<file path="config.mk">
export PLATFORM = sky130hd
export DESIGN_NAME = egg_round_ctrl
export DESIGN_NICKNAME = d
export VERILOG_FILES = /design/src/rtl/egg_round_ctrl.sv
export SDC_FILE = /design/constraint.sdc
export NUM_CORES = 1
export LEC_CHECK = 0
export ABC_AREA = 1
export ABC_CLOCK_PERIOD_IN_PS = 6250
export CORE_AREA = 4 4 109 137
export DETAILED_ROUTE_END_ITERATION = 16
export DIE_AREA = 0 0 113 141
export PLACE_DENSITY = 0.55
export REMOVE_ABC_BUFFERS = 1
export SLEW_MARGIN = 20
export SYNTH_ARGS = -nofsm -noshare
export SYNTH_HDL_FRONTEND = slang
export SYNTH_SLANG_ARGS = --single-unit
export TNS_END_PERCENT = 20
</file>
<file path="constraint.sdc">
create_clock -name clk -period 6.25 [get_ports clk]
set_input_delay 0.9375 -clock clk [delete_from_list [all_inputs] [get_ports clk]]
set_output_delay 0.9375 -clock clk [all_outputs]
set_load 0.1 [all_outputs]
</file>
<file path="src/rtl/egg_round_ctrl.sv">
// egg_round_ctrl: round sequencer for an egg-catching game.
// Spawns pseudo-random eggs, times hits and misses, and decides when a game ends.
module egg_round_ctrl #(
  parameter int unsigned ROUND_CYCLES = 50000000,
  parameter int unsigned GAP_CYCLES   = 5000000,
  parameter int unsigned MAX_ROUNDS   = 30,
  parameter int unsigned MAX_MISSES   = 5,
  parameter int unsigned TARGET_SCORE = 19,
  parameter logic [7:0]  LFSR_SEED    = 8'hA5
) (
  input  logic        clk,
  input  logic        rst,
  input  logic        start,
  input  logic [16:0] key,
  input  logic [4:0]  score,
  output logic [16:0] position,
  output logic [1:0]  color,
  output logic        over,
  output logic        busy,
  output logic        hit_pulse,
  output logic        miss_pulse,
  output logic [5:0]  round_cnt,
  output logic [2:0]  miss_cnt
);
  // state | meaning
  // IDLE  | waiting for start, no egg
  // SPAWN | one cycle: advance LFSR, pick egg position and colour
  // SHOW  | egg visible, timer counting down to a miss
  // GAP   | blank between eggs, end-of-game check at terminal count
  // DONE  | game over, counters held until the next start
  typedef enum logic [2:0] {IDLE, SPAWN, SHOW, GAP, DONE} state_t;

  localparam int unsigned MAX_CYC = (ROUND_CYCLES > GAP_CYCLES) ? ROUND_CYCLES : GAP_CYCLES;
  localparam int unsigned TW = (MAX_CYC > 1) ? $clog2(MAX_CYC) : 1;
  localparam logic [TW-1:0] ROUND_LOAD = TW'(ROUND_CYCLES - 1);
  localparam logic [TW-1:0] GAP_LOAD   = TW'(GAP_CYCLES - 1);
  localparam logic [5:0]    MAX_ROUNDS_C = 6'(MAX_ROUNDS);
  localparam logic [2:0]    MAX_MISS_C   = 3'(MAX_MISSES);
  localparam logic [4:0]    TARGET_C     = 5'(TARGET_SCORE);

  state_t        state_q, state_d;
  logic [TW-1:0] timer_q, timer_d;
  logic [7:0]    lfsr_q, lfsr_d;
  logic [16:0]   position_q, position_d;
  logic [1:0]    color_q, color_d;
  logic          over_q, over_d;
  logic          busy_q, busy_d;
  logic          hit_pulse_q, hit_pulse_d;
  logic          miss_pulse_q, miss_pulse_d;
  logic [5:0]    round_cnt_q, round_cnt_d;
  logic [2:0]    miss_cnt_q, miss_cnt_d;

  logic [7:0]    lfsr_next;
  logic [7:0]    egg_idx;
  logic [5:0]    round_inc;
  logic [2:0]    miss_inc;
  logic          hit;
  logic          game_end;

  always_comb begin
    lfsr_next = {lfsr_q[6:0], lfsr_q[7] ^ lfsr_q[5] ^ lfsr_q[4] ^ lfsr_q[3]};
    egg_idx   = lfsr_next % 8'd17;
    round_inc = (round_cnt_q == 6'h3F) ? round_cnt_q : round_cnt_q + 6'd1;
    miss_inc  = (miss_cnt_q == 3'h7) ? miss_cnt_q : miss_cnt_q + 3'd1;
    hit       = (key == position_q) && (position_q != '0);
    game_end  = (round_cnt_q == MAX_ROUNDS_C) || (miss_cnt_q == MAX_MISS_C) ||
                (score >= TARGET_C);

    state_d      = state_q;
    timer_d      = timer_q;
    lfsr_d       = lfsr_q;
    position_d   = position_q;
    color_d      = color_q;
    over_d       = over_q;
    hit_pulse_d  = 1'b0;
    miss_pulse_d = 1'b0;
    round_cnt_d  = round_cnt_q;
    miss_cnt_d   = miss_cnt_q;

    case (state_q)
      IDLE: begin
        position_d = '0;
        color_d    = '0;
        over_d     = 1'b0;
        if (start) begin
          round_cnt_d = '0;
          miss_cnt_d  = '0;
          state_d     = SPAWN;
        end
      end
      SPAWN: begin
        lfsr_d     = lfsr_next;
        position_d = 17'd1 << egg_idx;
        color_d    = (lfsr_next[1:0] == 2'b00) ? 2'b10 : lfsr_next[1:0];
        timer_d    = ROUND_LOAD;
        state_d    = SHOW;
      end
      SHOW: begin
        // A hit on the terminal-count cycle still counts as a hit.
        if (hit || (timer_q == '0)) begin
          hit_pulse_d  = hit;
          miss_pulse_d = !hit;
          round_cnt_d  = round_inc;
          if (!hit) miss_cnt_d = miss_inc;
          position_d   = '0;
          color_d      = '0;
          timer_d      = GAP_LOAD;
          state_d      = GAP;
        end else begin
          timer_d = timer_q - 1'b1;
        end
      end
      GAP: begin
        position_d = '0;
        color_d    = '0;
        if (timer_q == '0) begin
          if (game_end) begin
            over_d  = 1'b1;
            state_d = DONE;
          end else begin
            state_d = SPAWN;
          end
        end else begin
          timer_d = timer_q - 1'b1;
        end
      end
      DONE: begin
        position_d = '0;
        color_d    = '0;
        over_d     = 1'b1;
        if (start) begin
          round_cnt_d = '0;
          miss_cnt_d  = '0;
          over_d      = 1'b0;
          state_d     = SPAWN;
        end
      end
      default: state_d = IDLE;
    endcase

    busy_d = (state_d != IDLE) && (state_d != DONE);
  end

  always_ff @(posedge clk or negedge rst) begin
    if (!rst) begin
      state_q      <= IDLE;
      timer_q      <= '0;
      lfsr_q       <= LFSR_SEED;
      position_q   <= '0;
      color_q      <= '0;
      over_q       <= 1'b0;
      busy_q       <= 1'b0;
      hit_pulse_q  <= 1'b0;
      miss_pulse_q <= 1'b0;
      round_cnt_q  <= '0;
      miss_cnt_q   <= '0;
    end else begin
      state_q      <= state_d;
      timer_q      <= timer_d;
      lfsr_q       <= lfsr_d;
      position_q   <= position_d;
      color_q      <= color_d;
      over_q       <= over_d;
      busy_q       <= busy_d;
      hit_pulse_q  <= hit_pulse_d;
      miss_pulse_q <= miss_pulse_d;
      round_cnt_q  <= round_cnt_d;
      miss_cnt_q   <= miss_cnt_d;
    end
  end

  assign position   = position_q;
  assign color      = color_q;
  assign over       = over_q;
  assign busy       = busy_q;
  assign hit_pulse  = hit_pulse_q;
  assign miss_pulse = miss_pulse_q;
  assign round_cnt  = round_cnt_q;
  assign miss_cnt   = miss_cnt_q;
endmodule

</file>
==> impl_summary.txt <==
----------------------------------------------------
[Status]
  Result of the run ... complete, no violations

[Clocking]
  Total number of clock tree sinks ... 69
  Clock transition at the registers of the reported paths ... 0.06 ns
  Clock tree root driver cell ... clkbuf_16
  H-tree levels ... 3
  Clock insertion delay at the later pin of the skew report ... 0.33 ns
  Clock Tree Buf Depth ... 2
  Number of setup buffers added after CTS ... 0
  Number of buffers inserted by hold repair at cts ... 0
  Cts bufs inserted ... 9
  Resized cells post-CTS ... 0
  CTS tree ... built

[STA]
  Worst setup margin ... 2.11 ns
  Sum of negative setup slack ... 0 ns
  Post-route minimum period ... 4.14 ns
  Final slew viol count ... 0
  Rel. slew slack ... 0.335
  Number of failing setup endpoints in the final timing report ... 0
  Fraction of the cycle the final worst path needs ... 0.662
  Setup repair after global routing missed its margin ... false
  Largest clock skew in the final design ... 0.0104 ns
  Measured slew at the worst slew-check pin ... 0.994 ns
  Number of hold violations in the final report ... 0
  FMAX ... 242 MHz

[Drt]
  Number of vias per cell after detailed routing ... 4.85
  Detailed-router iteration count before antenna repair ... 4
  DRC marker count from the first detailed-route iteration ... 248
  Total via count after detailed routing ... 4373
  DRT Wirelength ... 12.1 mm
  Number of design rule violations left after detail routing ... 0
  Routed length per placed instance ... 13.4 µm
  Antenna viol nets, final ... 0

[Logic synthesis]
  Area share of xor/xnor cells in the synthesized design ... 0.0505
  Synth Cell Area ... 4710 µm²
  Most area-hungry cell type in the Yosys netlist ... dfrtp_1
  Post-synthesis sequential element count ... 69
  Sequential-to-total area share from yosys stat ... 0.368
  Post-synthesis share of cell area spent on full adders, half adders and majority gates ... 0.0319
  Total of warnings raised by yosys ... 0
  Post-synthesis compound-gate area fraction ... 0.0925
  Synthesized area per cell ... 7.17 µm²
  Top cells by area in the synthesized netlist ... dfrtp_1, nand2_1, nand3_1, inv_1, nor2_1
  EDFF count, synth ... 0
  Post-synthesis share of cell area spent on and, or, nand and nor gates ... 0.379
  Cell variety after synth ... 44
  Largest family of logic cells by synthesized area ... simple AND/OR/NAND/NOR gates
  Share of the synthesized area in the top cell type ... 0.345
  Multiplexer fraction of the synthesized cell area ... 0
  Syn Inst Count ... 657
  Commonest register cell after synthesis ... dfrtp_1
  Share of synthesized registers carrying an async set or reset ... 1.00

[Critical path]
  Endpoint of the worst register-to-register path ... position[13]$_DFFE_PN0P_
  Maximum fanout count along the critical path ... 10
  CP Launch Point ... lfsr_q[3]$_DFFE_PN0P_
  Worst reg2reg startpoint ... lfsr_q[3]$_DFFE_PN0P_
  Critical Path Source Type ... flop
  R2R cell count ... 31
  Cell occurring most often along the worst timing path ... nand2_1
  Endpoint of the most critical setup path ... position[13]$_DFFE_PN0P_
  Number of buffers and inverters on the critical path ... 4
  Type of destination of the critical path ... flop
  CP max stage cell ... dfrtp_1
  Worst reg-to-reg setup slack ... 2.11 ns
  Crit path max-delay family ... simple AND/OR/NAND/NOR gates
  CP required ... 6.47 ns
  Crit path DAT ... 4.36 ns
  Crit. path cell count ... 31
  Crit path largest cell delay ... 0.40 ns
  Critical path class ... reg2reg

[Hold path]
  Hold/Removal Path Class ... reg2reg

[Layout]
  Final #Nets ... 759
  Count of non-filler cells in the finished layout ... 902
  Count of fill cells added during filler insertion ... 1381
  Final design utilization ... 0.427
  Fraction of final layout cells sized beyond drive strength 1 ... 0.116
  Leading cell types in the layout, fill and taps excluded ... nand2_1, inv_1, nor2_1
  Commonest non-fill, non-tap cell in the layout ... nand2_1
  Cell area after layout ... 5820 µm²
  Diodes inserted ... 0
  Area growth from synthesis to layout ... 23.7%

[Global route]
  Maximum number of pins on one net before global-route repair ... 70
  Via count of the first global-routing pass ... 4333
  Antenna violations before repair ... 0
  Grt total ovfl ... 0
  Global-route wire length before repair ... 20.6 mm
  GRT Resource Usage Total ... 0.157

[Power]
  Pwr dens ... 351 nW/µm²
  Cell internal power dissipation ... 0.00113 W
  Relative contribution of sequential cells to total power ... 0.292
  Worst vdd rail ir drop ... 180 µV
  Sw Share ... 0.447
  Clock share of power ... 0.272
  Switching power total ... 0.000912 W
  Static leakage power ... 2.75 nW
  Logic gate share of total power ... 0.436

[Floorplan]
  Number of I/O pins ... 57
  Std-Cell Core Area ... 13600 µm²
  Floorplan die height ... 141 µm
  Overall die area ... 15900 µm²
  DIE WIDTH ... 113 µm
  Initial Util ... 0.345
  Number of standard-cell rows in the floorplan ... 48

[Place]
  Post-placement cell count ... 886
  Setup slack at placement ... 2.12 ns
  IO Port Bufs ... 56
  Placed standard-cell area ... 5490 µm²
  Final weighted congestion in routability-driven placement ... 0.896
  HPWL Detailed ... 9.41 mm

[Job]
  Count of max-cap constraint violations ... 0

----------------------------------------------------
flip-flops by register name, indices dropped and copies added (netlist names):
name and flops:
miss_pulse 1, position 17, round_cnt 6, miss_cnt 3, state_q 3, over 1, lfsr_q 8, timer_q 26
hit_pulse 1, busy 1, color 2
cells in the mapped netlist (2+ instances only):
master and instances:
or2_2 7, a31oi_1 2, nand2_4 6, o21ai_0 36
dfstp_2 4, nor3_1 17, xor2_1 11, clkbuf_1 4
inv_2 10, nand3_1 67, nand2_2 14, nand4_1 10
nor2_1 72, a21oi_1 24, inv_1 80, dfrtp_1 65
nor3b_1 2, o211ai_1 2, nand2_1 157, ha_1 12
nor4_1 5, o21ai_2 2, nor2_4 5, nand3_2 5
and3_1 2, o31ai_1 2, xnor2_1 13, nor2_2 5
worst min-delay path by stage:
stage | slack (ns) | from | to | depth (start not counted)
2_1_floorplan | 0.47 | timer_q[0]$_DFFE_PN0P_ | timer_q[0]$_DFFE_PN0P_ | 2
3_3_place_gp | 0.49 | timer_q[0]$_DFFE_PN0P_ | timer_q[0]$_DFFE_PN0P_ | 2
3_5_place_dp | 0.51 | position[14]$_DFFE_PN0P_ | position[14]$_DFFE_PN0P_ | 2
4_1_cts | 0.52 | lfsr_q[7]$_DFFE_PN1P_ | lfsr_q[7]$_DFFE_PN1P_ | 2
5_1_grt | 0.55 | timer_q[0]$_DFFE_PN0P_ | timer_q[0]$_DFFE_PN0P_ | 2
6_report | 0.52 | position[14]$_DFFE_PN0P_ | position[14]$_DFFE_PN0P_ | 2
worst min-delay path, cell delays in order, from the launching register on:
cell,delay [ns]
dfrtp_1,0.37
nand2_1,0.06
nand2_1,0.06
cell families (layout without fill, tap and decap cells):
logic type	after synthesis	in the layout
compound gates	76	76
xor+xnor	25	25
fa+ha+maj	12	12
buf+inv	97	167
flops	69	69
simple gates	378	378
metal layers:
metal / vias up / global-route usage / share of wire
li1: 2255 / - / -
met4: 0 / 0.0437 / 0.010
met1: 2032 / 0.190 / 0.43
met2: 73 / 0.280 / 0.52
met3: 13 / 0.0326 / 0.038
met5: - / 0 / 0
stage by stage:
| step | hold slack, ns | total power, W |
|---|---|---|
| after global placement | 0.485 | 0.00148 |
| after global routing | 0.548 | 0.00218 |
| after CTS | 0.520 | 0.00206 |
| after detailed placement | 0.508 | 0.00150 |
| final | 0.516 | 0.00204 |
| after floorplan | 0.467 | 0.00122 |
final cells by class:
class                      instances  area, µm²  area share
multi-input combinational        491       2620       0.450
sequential                        69       1730       0.297
timing repair buffer              59        578      0.0993
inverter                          92        348      0.0597
clock buffer                      12        256      0.0440
tap                              175        219      0.0376
clock inverter                     4       70.1      0.0120
power groups by stage:
| stage | Clock [W] | Sequential, W | Combinational [W] |
|---|---|---|---|
| after CTS | 0.000569 | 0.000596 | 0.000894 |
| final | 0.000555 | 0.000596 | 0.000891 |
| after global routing | 0.000588 | 0.000605 | 0.000990 |
| after global placement | 0 | 0.000599 | 0.000883 |
| after detailed placement | 0 | 0.000602 | 0.000894 |
| after floorplan | 0 | 0.000804 | 0.000419 |
No activity file was read; power rests on OpenSTA's default activity.
==> edit (same settings) <==
Re-encode `state_t` (5 states) as one-hot, 5 bits wide.
--- a/src/rtl/egg_round_ctrl.sv
+++ b/src/rtl/egg_round_ctrl.sv
@@ -28,7 +28,7 @@
   // SHOW  | egg visible, timer counting down to a miss
   // GAP   | blank between eggs, end-of-game check at terminal count
   // DONE  | game over, counters held until the next start
-  typedef enum logic [2:0] {IDLE, SPAWN, SHOW, GAP, DONE} state_t;
+  typedef enum logic [4:0] {IDLE = 5'b00001, SPAWN = 5'b00010, SHOW = 5'b00100, GAP = 5'b01000, DONE = 5'b10000} state_t;
 
   localparam int unsigned MAX_CYC = (ROUND_CYCLES > GAP_CYCLES) ? ROUND_CYCLES : GAP_CYCLES;
   localparam int unsigned TW = (MAX_CYC > 1) ? $clog2(MAX_CYC) : 1;
Formal check against the unedited RTL: same outputs for any inputs over 10 cycles, from zero or initial values and one cycle with rst low; not proved beyond that.
==> edit against the unedited design <==
Cell count grew 6.4%; sequential power is 3.9% higher; via count rose by 11%; utilization is 2.4 points higher; setup slack worse by 430 ps; power is 8.8% lower; critical path depth decreased by 14; cell area rose by 5.5%; sequential share of layout area shrank 0.73 points; synthesized area increased by 7.8%; wire length up 12%; count of clock-buffer cells in the layout is 1 lower; sequential cell count up 2; critical endpoint is now timer_q[22]; largest power group unchanged; highest routed layer unchanged.
==> edit: results (changes against the unedited design) <==
GP Congestion=0.857 (was 0.896); Async SR Flop Fraction=100% (unchanged); most instantiated cells after synthesis=144 x nand2_1, 113 x inv_1, 88 x nor2_1 (was 157 x nand2_1, 80 x inv_1, 72 x nor2_1); CP max FO=19 (was 10); Critical R2R Launch=timer_q[0] (was lfsr_q[3]); syn avg cell area=7.06 um^2 (was 7.17 um^2); top post-synthesis cells by area=dfrtp_1 33%, nand2_1 11%, inv_1 8.4%, nor2_1 6.5%, nand3_1 6.2% (was dfrtp_1 35%, nand2_1 13%, nand3_1 7.1%, inv_1 6.4%, nor2_1 5.7%); Worst VDD drop=204 uV (was 180 uV); Min-Delay Startpoint=color[0] (was position[14]); clk buf depth=2 (unchanged); number of global-route vias before repair=4824 (was 4333); Placed Cells=944 (was 886); Post-synth EDFFs=0 (unchanged); sequential fraction of the synthesis area=35.1% (was 36.8%); gr usage total=17.8% (was 15.7%); status=finished, final reports clean (unchanged); Yosys cell types=53 (was 44); DRT Wirelength=13600 um (was 12100 um); critical path arrival=4750 ps (was 4360 ps); largest net degree at the start of global routing=72 (was 70); R2R Setup Slk=1680 ps (was 2110 ps); DR WL/cell=14.2 um (was 13.4 um); worst r2r dst=timer_q[22] (was position[13]); hold_ws=469 ps (was 516 ps); hold endpoint=color[0] (was position[14]); hold depth=2 (unchanged); actual slew at the worst max-slew pin=1000 ps (was 994 ps); cell leakage power=3.01 nW (was 2.75 nW); Clock Skew=4.41 ps (was 10.4 ps)
edit: cell count changes in the layout (fill, tap and decap cells not counted), sizes merged, moves of 4 or more:
cell / before / now
o21ai: 38 / 32
nand2: 177 / 167
o22ai: 0 / 4
inv: 91 / 124
xnor2: 13 / 3
xor2: 12 / 19
a21oi: 26 / 21
nand4: 12 / 18
nor4: 5 / 10
nor2: 82 / 104
edit: kinds of logic (layout without fill, tap and decap cells):
family	count (synthesis)	count (layout)	synth area share, %
simple gates	401	401	38.2
compound gates	79	79	9.51
xor+xnor	22	22	4.16
fa+ha+maj	12	12	2.96
flops	71	71	35.1
buf+inv	134	200	10.1
edit: final cells by class:
type                    count  area (um^2)
well taps                 175          219
inverters                 127          480
clock buffers              11          253
clock inverters             5         56.3
fillers                  1383         7490
flip-flops and latches     71         1780
multi-input cells         514         2790
repair buffers             57          566
edit: report_power, final:
group | internal, W | switching [W] | leakage [nW]
logic | 0.000185 | 0.000524 | 1.98
clock network | 0.000330 | 0.000205 | 0.152
registers | 0.000539 | 0.0000802 | 0.874
edit: critical path: stages, from the launching register on:
cell      delay, ps
dfrtp_1         400
inv_1            70
ha_1            140
inv_1            80
nor2_1          220
inv_1            90
nor4_1          410
nand4_1         200
nor3_1          230
inv_1            80
nor2_1          150
inv_1            70
nand2_1         180
inv_1           150
nor2_2          550
clkinv_1        650
nand2_1         530
o311ai_0        210
edit: through the flow:
stage	total power, W	setup slack (ps)	cell area [um^2]
6_report	0.00186	1680	6150
4_1_cts	0.00188	1620	6150
3_5_place_dp	0.00134	1640	5840
5_1_grt	0.00198	1010	6150
3_3_place_gp	0.00133	1840	5840
2_1_floorplan	0.00112	2570	5050
edit: worst max-delay path by stage:
stage | start | to | slack [ps] | depth (start not counted)
finish | timer_q[0] | timer_q[22] | 1680 | 17
global route | timer_q[0] | timer_q[22] | 1010 | 17
CTS | timer_q[0] | timer_q[22] | 1620 | 17
detailed placement | timer_q[0] | timer_q[22] | 1640 | 17
global placement | timer_q[0] | timer_q[22] | 1840 | 17
floorplan | lfsr_q[3] | position[12] | 2570 | 29
edit: per-layer routing:
metal / wire, um / GRT usage [%] / up-vias
met3: 511 / 3.26 / 14
li1: - / - / 2445
met2: 6940 / 30.9 / 105
met1: 5970 / 21.9 / 2303
met5: 0 / 0 / -
met4: 189 / 6.33 / 0
